[src/rtl/vdp_step_seq.sv]
// vdp_step_seq: run sequencer placed in front of vdp_top.
// For each step it issues a one-cycle start pulse, waits for done, and
// captures the signed Q16.16 x result into a small FWFT FIFO. The FIFO is
// streamed out on a valid/ready port with the step index and a last flag.
// Rising zero crossings of x are counted per run.
//
// Ports:
//   clk, reset_n          clock, asynchronous active-low reset
//   run                   level; a rising edge while idle starts a run
//   abort                 pulse; terminates the current run, flushes the FIFO
//   num_steps             steps per run, sampled at run start (0 = empty run)
//   vdp_start/vdp_done    start pulse to and done level from vdp_top
//   vdp_x                 x result from vdp_top
//   m_valid/m_ready       output stream handshake
//   m_data/m_index/m_last head sample, its step number, last-step flag
//   busy                  sequencer is not idle
//   run_done              one-cycle pulse at the end of every run
//   zc_count              rising zero crossings of x in the current/last run
module vdp_step_seq #(
  parameter int DATA_W = 32,
  parameter int DEPTH  = 16,
  parameter int CNT_W  = 16
) (
  input  logic              clk,
  input  logic              reset_n,
  input  logic              run,
  input  logic              abort,
  input  logic [CNT_W-1:0]  num_steps,
  output logic              vdp_start,
  input  logic              vdp_done,
  input  logic [DATA_W-1:0] vdp_x,
  output logic              m_valid,
  input  logic              m_ready,
  output logic [DATA_W-1:0] m_data,
  output logic [CNT_W-1:0]  m_index,
  output logic              m_last,
  output logic              busy,
  output logic              run_done,
  output logic [CNT_W-1:0]  zc_count
);

  localparam int AW = $clog2(DEPTH);
  localparam int EW = DATA_W + CNT_W + 1;

  localparam logic [2:0] S_IDLE   = 3'd0;
  localparam logic [2:0] S_ISSUE  = 3'd1;
  localparam logic [2:0] S_GUARD  = 3'd2;
  localparam logic [2:0] S_WAIT   = 3'd3;
  localparam logic [2:0] S_DRAIN  = 3'd4;
  localparam logic [2:0] S_FINISH = 3'd5;

  localparam logic [CNT_W-1:0] CNT_ONE = {{(CNT_W-1){1'b0}}, 1'b1};
  localparam logic [AW:0]      PTR_ONE = {{AW{1'b0}}, 1'b1};

  logic [2:0]       state_r, state_s, nxt_s;
  logic             run_prev_r;
  logic [CNT_W-1:0] steps_r, step_r;
  logic             prev_neg_r;    // only the sign of the previous x matters
  logic [EW-1:0]    mem_r [DEPTH];
  logic [EW-1:0]    head_r, head_s, entry_s;
  logic [AW:0]      wr_ptr_r, rd_ptr_r, wr_ptr_s, rd_ptr_s;
  logic             run_rise_s, abort_s, full_s, pop_s, push_s, empty_next_s;
  logic             last_step_s;

  // Handshake decode and next FIFO pointers; abort empties the FIFO at once.
  always_comb begin
    run_rise_s   = run & ~run_prev_r;
    abort_s      = abort & (state_r != S_IDLE);
    full_s       = (wr_ptr_r[AW] != rd_ptr_r[AW]) &&
                   (wr_ptr_r[AW-1:0] == rd_ptr_r[AW-1:0]);
    pop_s        = m_valid & m_ready;
    last_step_s  = (step_r == (steps_r - CNT_ONE));
    // A done coinciding with abort is discarded.
    push_s       = (state_r == S_WAIT) & vdp_done & ~abort_s;
    entry_s      = {vdp_x, step_r, last_step_s};
    if (abort_s) begin
      wr_ptr_s = wr_ptr_r;
      rd_ptr_s = wr_ptr_r;
    end else begin
      wr_ptr_s = push_s ? (wr_ptr_r + PTR_ONE) : wr_ptr_r;
      rd_ptr_s = pop_s  ? (rd_ptr_r + PTR_ONE) : rd_ptr_r;
    end
    empty_next_s = (wr_ptr_s == rd_ptr_s);
  end

  // Next head entry: bypass the incoming sample when it becomes the head.
  always_comb begin
    if (push_s && (rd_ptr_s[AW-1:0] == wr_ptr_r[AW-1:0])) begin
      head_s = entry_s;
    end else begin
      head_s = mem_r[rd_ptr_s[AW-1:0]];
    end
  end

  // Sequencer next-state logic; abort overrides every active state.
  always_comb begin
    nxt_s = state_r;
    case (state_r)
      S_IDLE: begin
        if (run_rise_s) begin
          if (num_steps == {CNT_W{1'b0}}) begin
            nxt_s = S_FINISH;
          end else begin
            nxt_s = S_ISSUE;
          end
        end else begin
          nxt_s = S_IDLE;
        end
      end
      S_ISSUE: begin
        if (full_s) begin
          nxt_s = S_ISSUE;
        end else begin
          nxt_s = S_GUARD;
        end
      end
      // done may still be high from the previous step here, so skip it.
      S_GUARD: nxt_s = S_WAIT;
      S_WAIT: begin
        if (vdp_done) begin
          if ((step_r + CNT_ONE) == steps_r) begin
            nxt_s = S_DRAIN;
          end else begin
            nxt_s = S_ISSUE;
          end
        end else begin
          nxt_s = S_WAIT;
        end
      end
      S_DRAIN: begin
        if (empty_next_s) begin
          nxt_s = S_FINISH;
        end else begin
          nxt_s = S_DRAIN;
        end
      end
      S_FINISH: nxt_s = S_IDLE;
      default:  nxt_s = S_IDLE;
    endcase
    if (abort_s && (state_r != S_FINISH)) begin
      state_s = S_FINISH;
    end else begin
      state_s = nxt_s;
    end
  end

  // State register and registered status outputs derived from the next state.
  always_ff @(posedge clk or negedge reset_n) begin
    if (!reset_n) begin
      state_r    <= S_IDLE;
      run_prev_r <= 1'b0;
      vdp_start  <= 1'b0;
      busy       <= 1'b0;
      run_done   <= 1'b0;
    end else begin
      state_r    <= state_s;
      run_prev_r <= run;
      vdp_start  <= (state_s == S_GUARD);   // GUARD is only entered from ISSUE
      busy       <= (state_s != S_IDLE);
      run_done   <= (state_s == S_FINISH);
    end
  end

  // Run parameters, step counter and saturating zero-crossing counter.
  always_ff @(posedge clk or negedge reset_n) begin
    if (!reset_n) begin
      steps_r    <= {CNT_W{1'b0}};
      step_r     <= {CNT_W{1'b0}};
      prev_neg_r <= 1'b0;
      zc_count   <= {CNT_W{1'b0}};
    end else if ((state_r == S_IDLE) && run_rise_s) begin
      steps_r    <= num_steps;
      step_r     <= {CNT_W{1'b0}};
      prev_neg_r <= 1'b0;
      zc_count   <= {CNT_W{1'b0}};
    end else if (push_s) begin
      step_r     <= step_r + CNT_ONE;
      prev_neg_r <= vdp_x[DATA_W-1];
      if (prev_neg_r && !vdp_x[DATA_W-1] && (zc_count != {CNT_W{1'b1}})) begin
        zc_count <= zc_count + CNT_ONE;
      end
    end
  end

  // FIFO storage writes.
  always_ff @(posedge clk or negedge reset_n) begin
    if (!reset_n) begin
      for (int i = 0; i < DEPTH; i++) begin
        mem_r[i] <= {EW{1'b0}};
      end
    end else if (push_s) begin
      mem_r[wr_ptr_r[AW-1:0]] <= entry_s;
    end
  end

  // FIFO pointers and registered head; head holds while valid and not ready.
  always_ff @(posedge clk or negedge reset_n) begin
    if (!reset_n) begin
      wr_ptr_r <= {(AW+1){1'b0}};
      rd_ptr_r <= {(AW+1){1'b0}};
      m_valid  <= 1'b0;
      head_r   <= {EW{1'b0}};
    end else begin
      wr_ptr_r <= wr_ptr_s;
      rd_ptr_r <= rd_ptr_s;
      m_valid  <= ~empty_next_s;
      if (!empty_next_s) begin
        head_r <= head_s;
      end
    end
  end

  assign m_data  = head_r[EW-1 -: DATA_W];
  assign m_index = head_r[CNT_W:1];
  assign m_last  = head_r[0];

endmodule

[config.mk]
export PLATFORM = sky130hd
export DESIGN_NAME = vdp_step_seq
export DESIGN_NICKNAME = d
export VERILOG_FILES = /design/src/rtl/vdp_step_seq.sv
export SDC_FILE = /design/constraint.sdc
export NUM_CORES = 2
export LEC_CHECK = 0
export ABC_CLOCK_PERIOD_IN_PS = 3200
export CAP_MARGIN = 15
export CORE_AREA = 3 3 269 271
export CTS_CLUSTER_DIAMETER = 60
export CTS_CLUSTER_SIZE = 16
export DETAILED_ROUTE_END_ITERATION = 7
export DIE_AREA = 0 0 272 274
export PLACE_DENSITY_LB_ADDON = 0.08
export SLEW_MARGIN = 5
export SYNTH_ARGS = -nofsm -noshare
export SYNTH_HDL_FRONTEND = slang
export SYNTH_SLANG_ARGS = --single-unit
[constraint.sdc]
create_clock -name clk -period 3.2 [get_ports clk]
set_input_delay 0.64 -clock clk [delete_from_list [all_inputs] [get_ports clk]]
set_output_delay 0.64 -clock clk [all_outputs]
set_load 0.05 [all_outputs]
==> results.md <==
* Slew @ Worst Pin at 0.7369 ns
* Min-delay worst type: primary input to asynchronous set/reset pin
* Leading post-synthesis cells by cell area: dfrtp_1 (54%), mux2_2 (20%), nand2_1 (5.0%), clkbuf_1 (2.5%), a31oi_1 (2.2%)
* Hold buffers post-CTS at 0
* Crit path cell chain: inv_1 > ha_1 > or3b_2 > or4_1 > a221oi_2 > nand4_1 > nor4_4 > buf_12 > nand2_4 > a31oi_4
* Htree depth at 3
* Fill count at 5,199
* Period utilization at 94.65%
* Synth warnings at 0
* HPWL after detailed placement at 70,810 um
* Setup TNS at 0 ns
* Unrepaired setup endpoints after global routing: false
* Antenna violations before repair at 4
* Vias in the first global route at 31,370
* Status: finished clean
* Seq cells post-synth at 900
* Worst path max stage delay at 0.51 ns
* Global placement routability congestion at 0.8712
* Overall routing resource usage at 31.77%
* Clock Skews at 0.02495 ns
* Final Slew Violations at 0
* Fmax at 330.2 MHz
* Global-route wire length before repair at 184,500 um
* Die W at 272 um
* Largest net degree at the start of global routing at 106
* Synthesized Nets at 3,711
* CORE AREA at 0.07003 mm2
* Sequential element share of the synthesized area at 53.75%
* Post-CTS resize count at 0
* TritonCTS Buffers at 73
* CTS tree: done
* Critical Path AT at 3.56 ns
* Clk sink count at 900
* Share of cells above drive strength 1 at 29.14%
* Final nets at 3,748
* Drt first-iter violations at 2,769
* Clock-pin transition on the worst setup and hold timing paths at 0.07 ns
* Post-route ant nets at 0
* Drt pass-1 iters at 5
* Syn Inst Count at 3,649
* Io pins at 123
* Most common cell in the netlist: dfrtp_1
* Largest area contributor in the netlist: dfrtp_1
* Cell variety after synth at 74
* Total global routing overflow at 0
* Initial Util at 59.83%
* Leakage power at 22.54 nW
* Area grow syn2layout at 14.46%
* Relative slew slack at 50.69%
* Fin area at 0.04796 mm2
* Ys async rst share at 100.0%
* Wirelength per Cell at 25.21 um
* Die area at 0.07453 mm2
* # rows at 97
* Largest fanout on the critical path at 17
* Worst skew pair latency at 0.63 ns
* Syn_area_per_cell at 11.48 um2
* Req. time, crit path at 3.74 ns
* Final setup vio count at 0
* Minimum clock period at 3.029 ns
* Worst vdd ir at 0.7324 mV
* Max Cap Viol at 0
* Mapped cell area at 0.04190 mm2
* Cell Pwr Density at 825.0 mW/mm2
* Primary flip-flop cell chosen by synthesis mapping: dfrtp_1
* Setup crit start kind: flip-flop
* Routed WL at 117,400 um
* Fin. Hold Viols at 0
* Setup crit end kind: flip-flop
* Area share of the largest cell type after synthesis at 53.75%
* Vias at 30,320
* Reg area at 0.02252 mm2
* Critical Path Slowest Stage Cell: or3b_2
* Clock root buffer: clkbuf_16
* Setup CP Type: flip-flop to flip-flop
* Number of synthesized flops with an enable pin at 0
* Post-DP Area at 0.04571 mm2
* Drc violations at 0
* Clk buf depth at 3
* Synth cell count leaders: dfrtp_1 (900), mux2_2 (758), nand2_1 (555)
* Multi-input gate area at 0.01834 mm2
* Die H at 274 um
* DR vias/cell at 6.509
* Setup bufs post-CTS at 0
* Port Buf Inserts at 122
-- power breakdown --
part / switching [mW] / total (mW) / internal [mW] / leakage (nW)
logic: 10.6 / 16.8 / 6.18 / 9.08
registers: 1.06 / 13.8 / 12.8 / 12.4
clock network: 4.20 / 8.93 / 4.73 / 1.09
total: 15.9 / 39.6 / 23.7 / 22.5
-- per-layer routing --
layer  routed length, um  part of all wire, %  track usage (%)  up-vias
met5                  11               0.0094                0        -
met4                3553                  3.0            10.12        2
met3                6492                  5.5            4.358      235
met2               56950                   48            53.29     1045
met1               50430                   43            43.18    15780
li1                    -                    -                -    13260
-- path summary, 6_finish.rpt --
| check | from | end | slack (ns) | cells past startpoint |
|---|---|---|---|---|
| max | steps_r[1] | head_r[0] | 0.17 | 10 |
| min | reset_n | zc_count[5] | 0.02 | 1 |
| max reg2reg | steps_r[1] | head_r[0] | 0.17 | 10 |
| min reg2reg | mem_r[208] | mem_r[208] | 0.48 | 2 |
| max in group asynchronous | reset_n | mem_r[516] | 2.10 | 3 |
| min in group clk | mem_r[208] | mem_r[208] | 0.48 | 2 |
-- cell type report --
type	count	share of cell area [%]
Sequential cell	900	46.96
Multi-Input combinational cell	2398	38.24
Timing Repair Buffer	300	7.560
Clock buffer	84	4.093
Tap cell	940	2.452
Clock inverter	21	0.5713
Inverter	13	0.1174
Antenna cell	2	0.01044
-- cells by family (layout without fill, tap and decap cells) --
kind of cell             Yosys count  in the layout  synth area share, %
AO/OA/AOI/OAI                    474            474                8.116
XOR/XNOR                          65             65                1.392
adder cells (fa/ha/maj)            8              8               0.2389
buffers and inverters            351            418                3.273
flip-flops                       900            900                53.75
multiplexers                     816            816                21.78
other                              0              2                    0
AND/OR/NAND/NOR                 1035           1035                11.45
-- through the flow --
stage               worst slack [ns]  utilization [%]  power (mW)  hold slack, ns  instances
global placement            -0.01565            65.28       30.29          0.4535       4551
floorplan                     0.3228                -       23.59          0.3444       3649
CTS                          0.06426            68.47       39.55         0.01662       4656
detailed placement          -0.05782            65.28       30.61          0.4671       4551
finish                        0.1712            68.49       39.57         0.02005       4658
global route                0.006644            68.49       41.31         0.03284       4658
-- critical path, delay by kind of cell (launching register included) --
kind	cells	cell delay, ns
and+or+nand+nor	5	1.55
DFF	1	0.45
AOI/OAI and AO/OA	2	0.40
buffers and inverters	2	0.30
adders and majority gates	1	0.23
-- state kept, by name, summed over array words and instances, names as in the netlist --
signal,cells
busy,1
head_r,49
m_valid,1
mem_r,784
prev_neg_r,1
rd_ptr_r,5
run_done,1
run_prev_r,1
state_r,3
step_r,16
steps_r,16
vdp_start,1
wr_ptr_r,5
zc_count,16
-- cell usage in the layout (no fill, tap or decap), drive strengths merged, types with 5 or more instances in the layout --
cell / synthesis / layout
a211oi: 109 / 109
a21oi: 10 / 10
a31oi: 148 / 148
a32oi: 99 / 99
and2: 6 / 6
and3: 110 / 110
and4: 5 / 5
buf: 62 / 179
clkbuf: 276 / 84
clkdlybuf4s50: 0 / 121
clkinv: 1 / 8
dfrtp: 900 / 900
ha: 8 / 8
inv: 12 / 19
mux2: 765 / 765
mux2i: 51 / 51
nand2: 556 / 556
nand3: 140 / 140
nand4: 60 / 60
nor2: 47 / 47
nor2b: 5 / 5
nor3: 62 / 62
nor4: 14 / 14
o21ai: 58 / 58
o31ai: 7 / 7
or3: 9 / 9
xnor2: 33 / 33
xor2: 31 / 31
Power figures use the tool's default switching activity.
